**src/rtl/multdiv_pkg.sv**
```systemverilog
// Shared types and constants for the multi-cycle multiply/divide unit.
package multdiv_pkg;
  localparam int unsigned ITER_W = 6;
  localparam logic [31:0] INT_MIN = 32'h8000_0000;
  localparam logic [31:0] NEG_ONE = 32'hFFFF_FFFF;

  typedef enum logic [1:0] {IDLE, MULT, DIV, DONE} state_t;
endpackage

```
**src/rtl/addsub32.sv**
```systemverilog
// 32-bit add/subtract with carry-out and signed overflow; sub=1 computes a - b.
module addsub32 (
  input  logic [31:0] a,
  input  logic [31:0] b,
  input  logic        sub,
  output logic [31:0] sum_c,
  output logic        carry_c,
  output logic        ovf_c
);
  logic [31:0] bx;

  assign bx               = b ^ {32{sub}};
  assign {carry_c, sum_c} = {1'b0, a} + {1'b0, bx} + {32'b0, sub};
  assign ovf_c            = (a[31] == bx[31]) && (sum_c[31] != a[31]);
endmodule

```
**src/rtl/multdiv.sv**
```systemverilog
// Radix-2 Booth multiply / restoring divide, one bit per cycle on a shared adder.
module multdiv
  import multdiv_pkg::*;
#(
  parameter int unsigned ITER = 32
) (
  input  logic        clock,
  input  logic        reset,
  input  logic [31:0] data_operandA,
  input  logic [31:0] data_operandB,
  input  logic        ctrl_MULT,
  input  logic        ctrl_DIV,
  output logic [31:0] data_result,
  output logic        data_exception,
  output logic        data_resultRDY
);
  state_t            state, state_next;
  logic [ITER_W-1:0] cnt, cnt_next;
  logic [31:0]       acc, acc_next;
  logic [31:0]       lo, lo_next;
  logic [31:0]       opa, opa_next;
  logic              pm1, pm1_next;
  logic              neg_q, neg_q_next;
  logic              ovf_case, ovf_case_next;
  logic [31:0]       result_next;
  logic              exc_next, rdy_next;

  logic [31:0]       as_a, as_b, as_sum;
  logic              as_sub, as_carry, as_ovf;

  logic              last;
  logic [1:0]        booth;
  logic              booth_op;
  logic [31:0]       rem_sh;
  logic [32:0]       prod_top;
  logic [31:0]       booth_hi;
  logic              booth_msb;

  assign last     = (cnt == ITER_W'(ITER));
  assign booth    = {lo[0], pm1};
  assign booth_op = (booth == 2'b01) || (booth == 2'b10);
  assign rem_sh   = {acc[30:0], lo[31]};
  assign prod_top = {acc, lo[31]};

  addsub32 u_addsub (
    .a      (as_a),
    .b      (as_b),
    .sub    (as_sub),
    .sum_c  (as_sum),
    .carry_c(as_carry),
    .ovf_c  (as_ovf)
  );

  // Adder operand select: dividend negation on start, Booth/trial step, quotient negation at the end.
  always_comb begin
    as_a   = acc;
    as_b   = opa;
    as_sub = 1'b0;
    case (state)
      IDLE, DONE: begin
        as_a   = '0;
        as_b   = data_operandA;
        as_sub = 1'b1;
      end
      MULT: begin
        as_sub = (booth == 2'b10);
      end
      DIV: begin
        if (last) begin
          as_a   = '0;
          as_b   = lo;
          as_sub = 1'b1;
        end else begin
          // A negative divisor is added instead of subtracted, so |B| is never formed.
          as_a   = rem_sh;
          as_sub = ~opa[31];
        end
      end
      default: ;
    endcase
  end

  // Next-state and datapath update.
  always_comb begin
    state_next    = state;
    cnt_next      = cnt;
    acc_next      = acc;
    lo_next       = lo;
    opa_next      = opa;
    pm1_next      = pm1;
    neg_q_next    = neg_q;
    ovf_case_next = ovf_case;
    result_next   = data_result;
    exc_next      = data_exception;
    rdy_next      = 1'b0;
    booth_hi      = acc;
    booth_msb     = acc[31];

    case (state)
      IDLE, DONE: begin
        state_next = IDLE;
        if (ctrl_MULT) begin
          state_next = MULT;
          cnt_next   = '0;
          acc_next   = '0;
          lo_next    = data_operandB;
          pm1_next   = 1'b0;
          opa_next   = data_operandA;
        end else if (ctrl_DIV) begin
          state_next    = DIV;
          cnt_next      = '0;
          acc_next      = '0;
          lo_next       = data_operandA[31] ? as_sum : data_operandA;
          opa_next      = data_operandB;
          neg_q_next    = data_operandA[31] ^ data_operandB[31];
          ovf_case_next = (data_operandA == INT_MIN) && (data_operandB == NEG_ONE);
        end
      end

      MULT: begin
        if (last) begin
          state_next  = DONE;
          cnt_next    = '0;
          rdy_next    = 1'b1;
          result_next = lo;
          exc_next    = !((prod_top == '0) || (prod_top == '1));
        end else begin
          // Overflow-corrected sign keeps the shifted product exact for INT_MIN operands.
          if (booth_op) begin
            booth_hi  = as_sum;
            booth_msb = as_sum[31] ^ as_ovf;
          end
          acc_next = {booth_msb, booth_hi[31:1]};
          lo_next  = {booth_hi[0], lo[31:1]};
          pm1_next = lo[0];
          cnt_next = cnt + ITER_W'(1);
        end
      end

      DIV: begin
        if (last) begin
          state_next = DONE;
          cnt_next   = '0;
          rdy_next   = 1'b1;
          if (opa == '0) begin
            result_next = '0;
            exc_next    = 1'b1;
          end else begin
            result_next = neg_q ? as_sum : lo;
            exc_next    = ovf_case;
          end
        end else begin
          if (as_carry) begin
            acc_next = as_sum;
            lo_next  = {lo[30:0], 1'b1};
          end else begin
            acc_next = rem_sh;
            lo_next  = {lo[30:0], 1'b0};
          end
          cnt_next = cnt + ITER_W'(1);
        end
      end

      default: state_next = IDLE;
    endcase
  end

  always_ff @(posedge clock) begin
    if (reset) begin
      state          <= IDLE;
      cnt            <= '0;
      acc            <= '0;
      lo             <= '0;
      opa            <= '0;
      pm1            <= 1'b0;
      neg_q          <= 1'b0;
      ovf_case       <= 1'b0;
      data_result    <= '0;
      data_exception <= 1'b0;
      data_resultRDY <= 1'b0;
    end else begin
      state          <= state_next;
      cnt            <= cnt_next;
      acc            <= acc_next;
      lo             <= lo_next;
      opa            <= opa_next;
      pm1            <= pm1_next;
      neg_q          <= neg_q_next;
      ovf_case       <= ovf_case_next;
      data_result    <= result_next;
      data_exception <= exc_next;
      data_resultRDY <= rdy_next;
    end
  end
endmodule

```
**config.mk**
```make
export PLATFORM = sky130hd
export DESIGN_NAME = multdiv
export DESIGN_NICKNAME = d
export VERILOG_FILES = /design/src/rtl/multdiv_pkg.sv /design/src/rtl/addsub32.sv /design/src/rtl/multdiv.sv
export SDC_FILE = /design/constraint.sdc
export NUM_CORES = 1
export LEC_CHECK = 0
export ABC_AREA = 1
export BUFFER_PORTS_ARGS = -buffer_cell sky130_fd_sc_hd__clkbuf_2
export CORE_MARGIN = 5
export CORE_UTILIZATION = 50
export DETAILED_ROUTE_END_ITERATION = 16
export GPL_ROUTABILITY_DRIVEN = 1
export PLACE_DENSITY = 0.75
export RECOVER_POWER = 25
export SLEW_MARGIN = 20
export SYNTH_ARGS = -nofsm -noshare
export SYNTH_HDL_FRONTEND = slang
export SYNTH_SLANG_ARGS = --single-unit
```
**constraint.sdc**
```tcl
create_clock -name clock -period 5.39 [get_ports clock]
set_input_delay 0.539 -clock clock [delete_from_list [all_inputs] [get_ports clock]]
set_output_delay 0.539 -clock clock [all_outputs]
set_load 0.01 [all_outputs]
```
==> impl_metrics.toml <==
[global_routing]
grt_start_max_net_pins = 63
overflow = 0
grt_pass1_wl_um = 80460
grtUsageTotal_pct = 39.28
first_global_vias = 13132
antenna_found_initial = 2

[placed_design]
place.gp.congestion = 1.149
dp.cells = 2192
hpwl_um = 38490
place_ws_ns = 0.09252
placed_area_mm2 = 0.01236
port_buffers = 101

[timing]
fin_ws_ns = 0.09820
worst_pin_slew_ns = 2.260
setup_viol_count_final = 0
grt_setup_unrepaired = "yes"
drv_slew = 98
timing.final.crit_share_pct = 98.18
fin_skew_ns = 0.01895
relSlewSlack_pct = -50.64
timing.final.crit_period_ns = 5.292
timing.fmax_mhz = 189.0
hold_violations = 0

[synthesis]
syn-num-nets = 1966
yosys-top-cells-count = "nand2_1, o21ai_0, a21oi_1, dfxtp_1, inv_1"
synth_flop_cell = "dfxtp_1"
yosysWarnings = 0
synth.largest_area_cell = "dfxtp_1"
post_synth_num_cell_types = 54
synth_area_leaders = "dfxtp_1, nand2_1, o21ai_0"
synthArstFlopShare_pct = 0
syn_area_per_cell_um2 = 6.266
ys_seq_elements = 141
yosys.cell_count.top_type = "nand2_1"
synth_edf_count = 0
synth_top_area_share_pct = 24.21
seq_area_frac_synth_pct = 24.21
syn_area_mm2 = 0.01166
postSynthCellCount = 1861

[final_layout]
design_area_mm2 = 0.01296
layout-drive-gt1-share_pct = 9.890
fill_cells = 2258
fin_nets = 2003
area_growth_pct = 11.15
finalNonFillerCells = 2224
antenna_cells = 0

[hold_path]
hold_class = "in -> reg"

[power_and_ir_drop]
switching_share_pct = 49.89
p_leak_uw = 0.005221
pwr-share-clk_pct = 27.5
peakVddDrop_mv = 0.2055
seq_power_share_pct = 27.0
power_frac_comb_pct = 45.5
total_power_uw = 4655
p_switching_uw = 2322
power_density_mw_per_mm2 = 359.1
power.internal_uw = 2332

[drt]
viasPerCell = 6.636
drt_iter0_drc = 2603
firstDrtPassIters = 6
wirelength_um = 53680
via_count = 14758
ant_nets = 0
wl_per_cell_um = 24.14
drcViolationCount = 0

[worst_setup_path]
path_class = "reg -> reg"
cp_common_cell = "nand2_1"
critPathArrivalTime_ns = 5.60
critPathRequiredTime_ns = 5.70
crit_chain = "inv_1 > ha_1 > nand3_2 > inv_2 > nand2_1 > nand2_1 > inv_2 > buf_4 > xor2_1 > fa_1 > nand2_1 > a21oi_2 > nand3_1 > nand2_1 > a21oi_2 > o21bai_1 > a21oi_1 > xor2_2 > inv_1 > o21ai_0 > nand2_1 > nand2_1 > a21oi_1"
cpLargestDelayFamily = "simple AND/OR/NAND/NOR gates"
worst_setup_path_end_kind = "flip-flop"
path_buf_inv = 5
cp_slowest_stage_delay_ns = 0.45
start_kind = "flip-flop"
crit_slowest_cell = "xor2_2"
worstPathMaxFanout = 17

[cts]
cts_buffers = 17
cts.sinks = 141
clk_transition_reported_paths_ns = 0.08
cts_tree = "yes"
clk_latency_ns = 0.45
clockBufferDepth = 2
htreeDepth = 4
cts_root_buf = "clkbuf_16"
postCtsSetupBuffers = 0

[flow_run]
drv_cap = 2

[floorplanning]
io_pins = 102
die_h_um = 162.7
die_w_um = 162.7
die_area_mm2 = 0.02648
core_area_mm2 = 0.02278
rows = 55
start_util_pct = 51.19

[status]
outcome = "complete, but fails checks"
violations = "max-capacitance violations, max-slew violations"
[per-stage QoR]
| stage | setup TNS (ns) | util (%) | hold slack (ns) |
|---|---|---|---|
| 2_1_floorplan | 0 | - | 0.4403 |
| 3_3_place_gp | 0 | 54.27 | 0.4520 |
| 4_1_cts | 0 | 57.07 | 0.3669 |
| 3_5_place_dp | 0 | 54.27 | 0.4554 |
| 5_1_grt | -0.03857 | 56.90 | 0.3851 |
| 6_report | 0 | 56.90 | 0.3697 |
[power by group through the flow]
| stage | logic, uW | clock network, uW | registers, uW |
|---|---|---|---|
| 2_1_floorplan | 1270 | 0 | 1210 |
| 3_3_place_gp | 1980 | 0 | 1260 |
| 3_5_place_dp | 1980 | 0 | 1260 |
| 4_1_cts | 2000 | 1270 | 1240 |
| 5_1_grt | 2220 | 1310 | 1250 |
| 6_report | 2120 | 1280 | 1250 |
[layout by cell type (no fill, tap or decap), types with 34 or more instances in the layout]
| cell | synthesis | layout |
|---|---|---|
| nand2_1 | 354 | 354 |
| clkbuf_2 | 0 | 66 |
| nor2_1 | 133 | 132 |
| nand3_1 | 64 | 64 |
| inv_1 | 141 | 140 |
| ha_1 | 36 | 34 |
| buf_4 | 5 | 37 |
| clkbuf_1 | 96 | 38 |
| a31oi_1 | 44 | 44 |
| nand4_1 | 36 | 36 |
| a21oi_1 | 233 | 232 |
| o21ai_0 | 242 | 242 |
| o211ai_1 | 42 | 42 |
| xor2_1 | 43 | 42 |
| dfxtp_1 | 141 | 141 |
[final timing paths]
check,from,to,slack (ns),cells after the start
worst min-delay path,data_operandB[18],opa[18]$_SDFFE_PP0P_,0.37,3
worst min register to register,pm1$_SDFFE_PP0P_,pm1$_SDFFE_PP0P_,0.48,2
worst max-delay path,cnt[1]$_SDFFE_PP0N_,acc[17]$_SDFFE_PP0P_,0.1,23
worst max register to register,cnt[1]$_SDFFE_PP0N_,acc[17]$_SDFFE_PP0P_,0.1,23
[flip-flops by register name (all words and copies together), names as in the netlist]
name            flops
state               2
cnt                 6
ovf_case            1
data_exception      1
opa                32
neg_q               1
pm1                 1
lo                 32
data_result        32
acc                32
data_resultRDY      1
[worst register-to-register path, stage by stage (launching register included)]
cell and delay [ns]:
dfxtp_1 0.39, inv_1 0.07, ha_1 0.20, nand3_2 0.26, inv_2 0.08, nand2_1 0.25
nand2_1 0.23, inv_2 0.37, buf_4 0.36, xor2_1 0.17, fa_1 0.43, nand2_1 0.12
a21oi_2 0.08, nand3_1 0.07, nand2_1 0.12, a21oi_2 0.33, o21bai_1 0.22, a21oi_1 0.33
xor2_2 0.45, inv_1 0.20, o21ai_0 0.20, nand2_1 0.10, nand2_1 0.07, a21oi_1 0.06
[kinds of logic (layout without fill, tap and decap cells)]
| logic type | count (synthesis) | in the layout | synth area share [%] |
|---|---|---|---|
| and+or+nand+nor | 672 | 672 | 25.38 |
| buffers and inverters | 282 | 332 | 9.453 |
| DFF | 141 | 141 | 24.21 |
| AOI/OAI and AO/OA | 685 | 685 | 33.56 |
| xor gates and xnor gates | 44 | 44 | 3.369 |
| adders and majority gates | 37 | 37 | 4.034 |
[layer usage]
layer	share of wire, %	global-route usage (%)
met5	0.035	0
met4	6.9	22.11
met3	17	14.88
met2	38	52.34
met1	38	53.77
[what timing repair did]
| action | 4_1_cts | 5_1_grt |
|---|---|---|
| resized for setup | 0 | 3 |
| hold buffers | 0 | 0 |
| endpoints found under the setup margin | 0 | 6 |
[layout make-up]
type,instances,area [um^2],area share (%)
clock inverters,15,214.0,1.651
repair buffers,141,750.7,5.792
inverters,159,596.8,4.605
flip-flops and latches,141,2823,21.78
well taps,313,391.6,3.022
multi-input cells,1438,7760,59.87
clock buffers,17,425.4,3.282
Note: power is estimated with default switching activity, not from simulation.
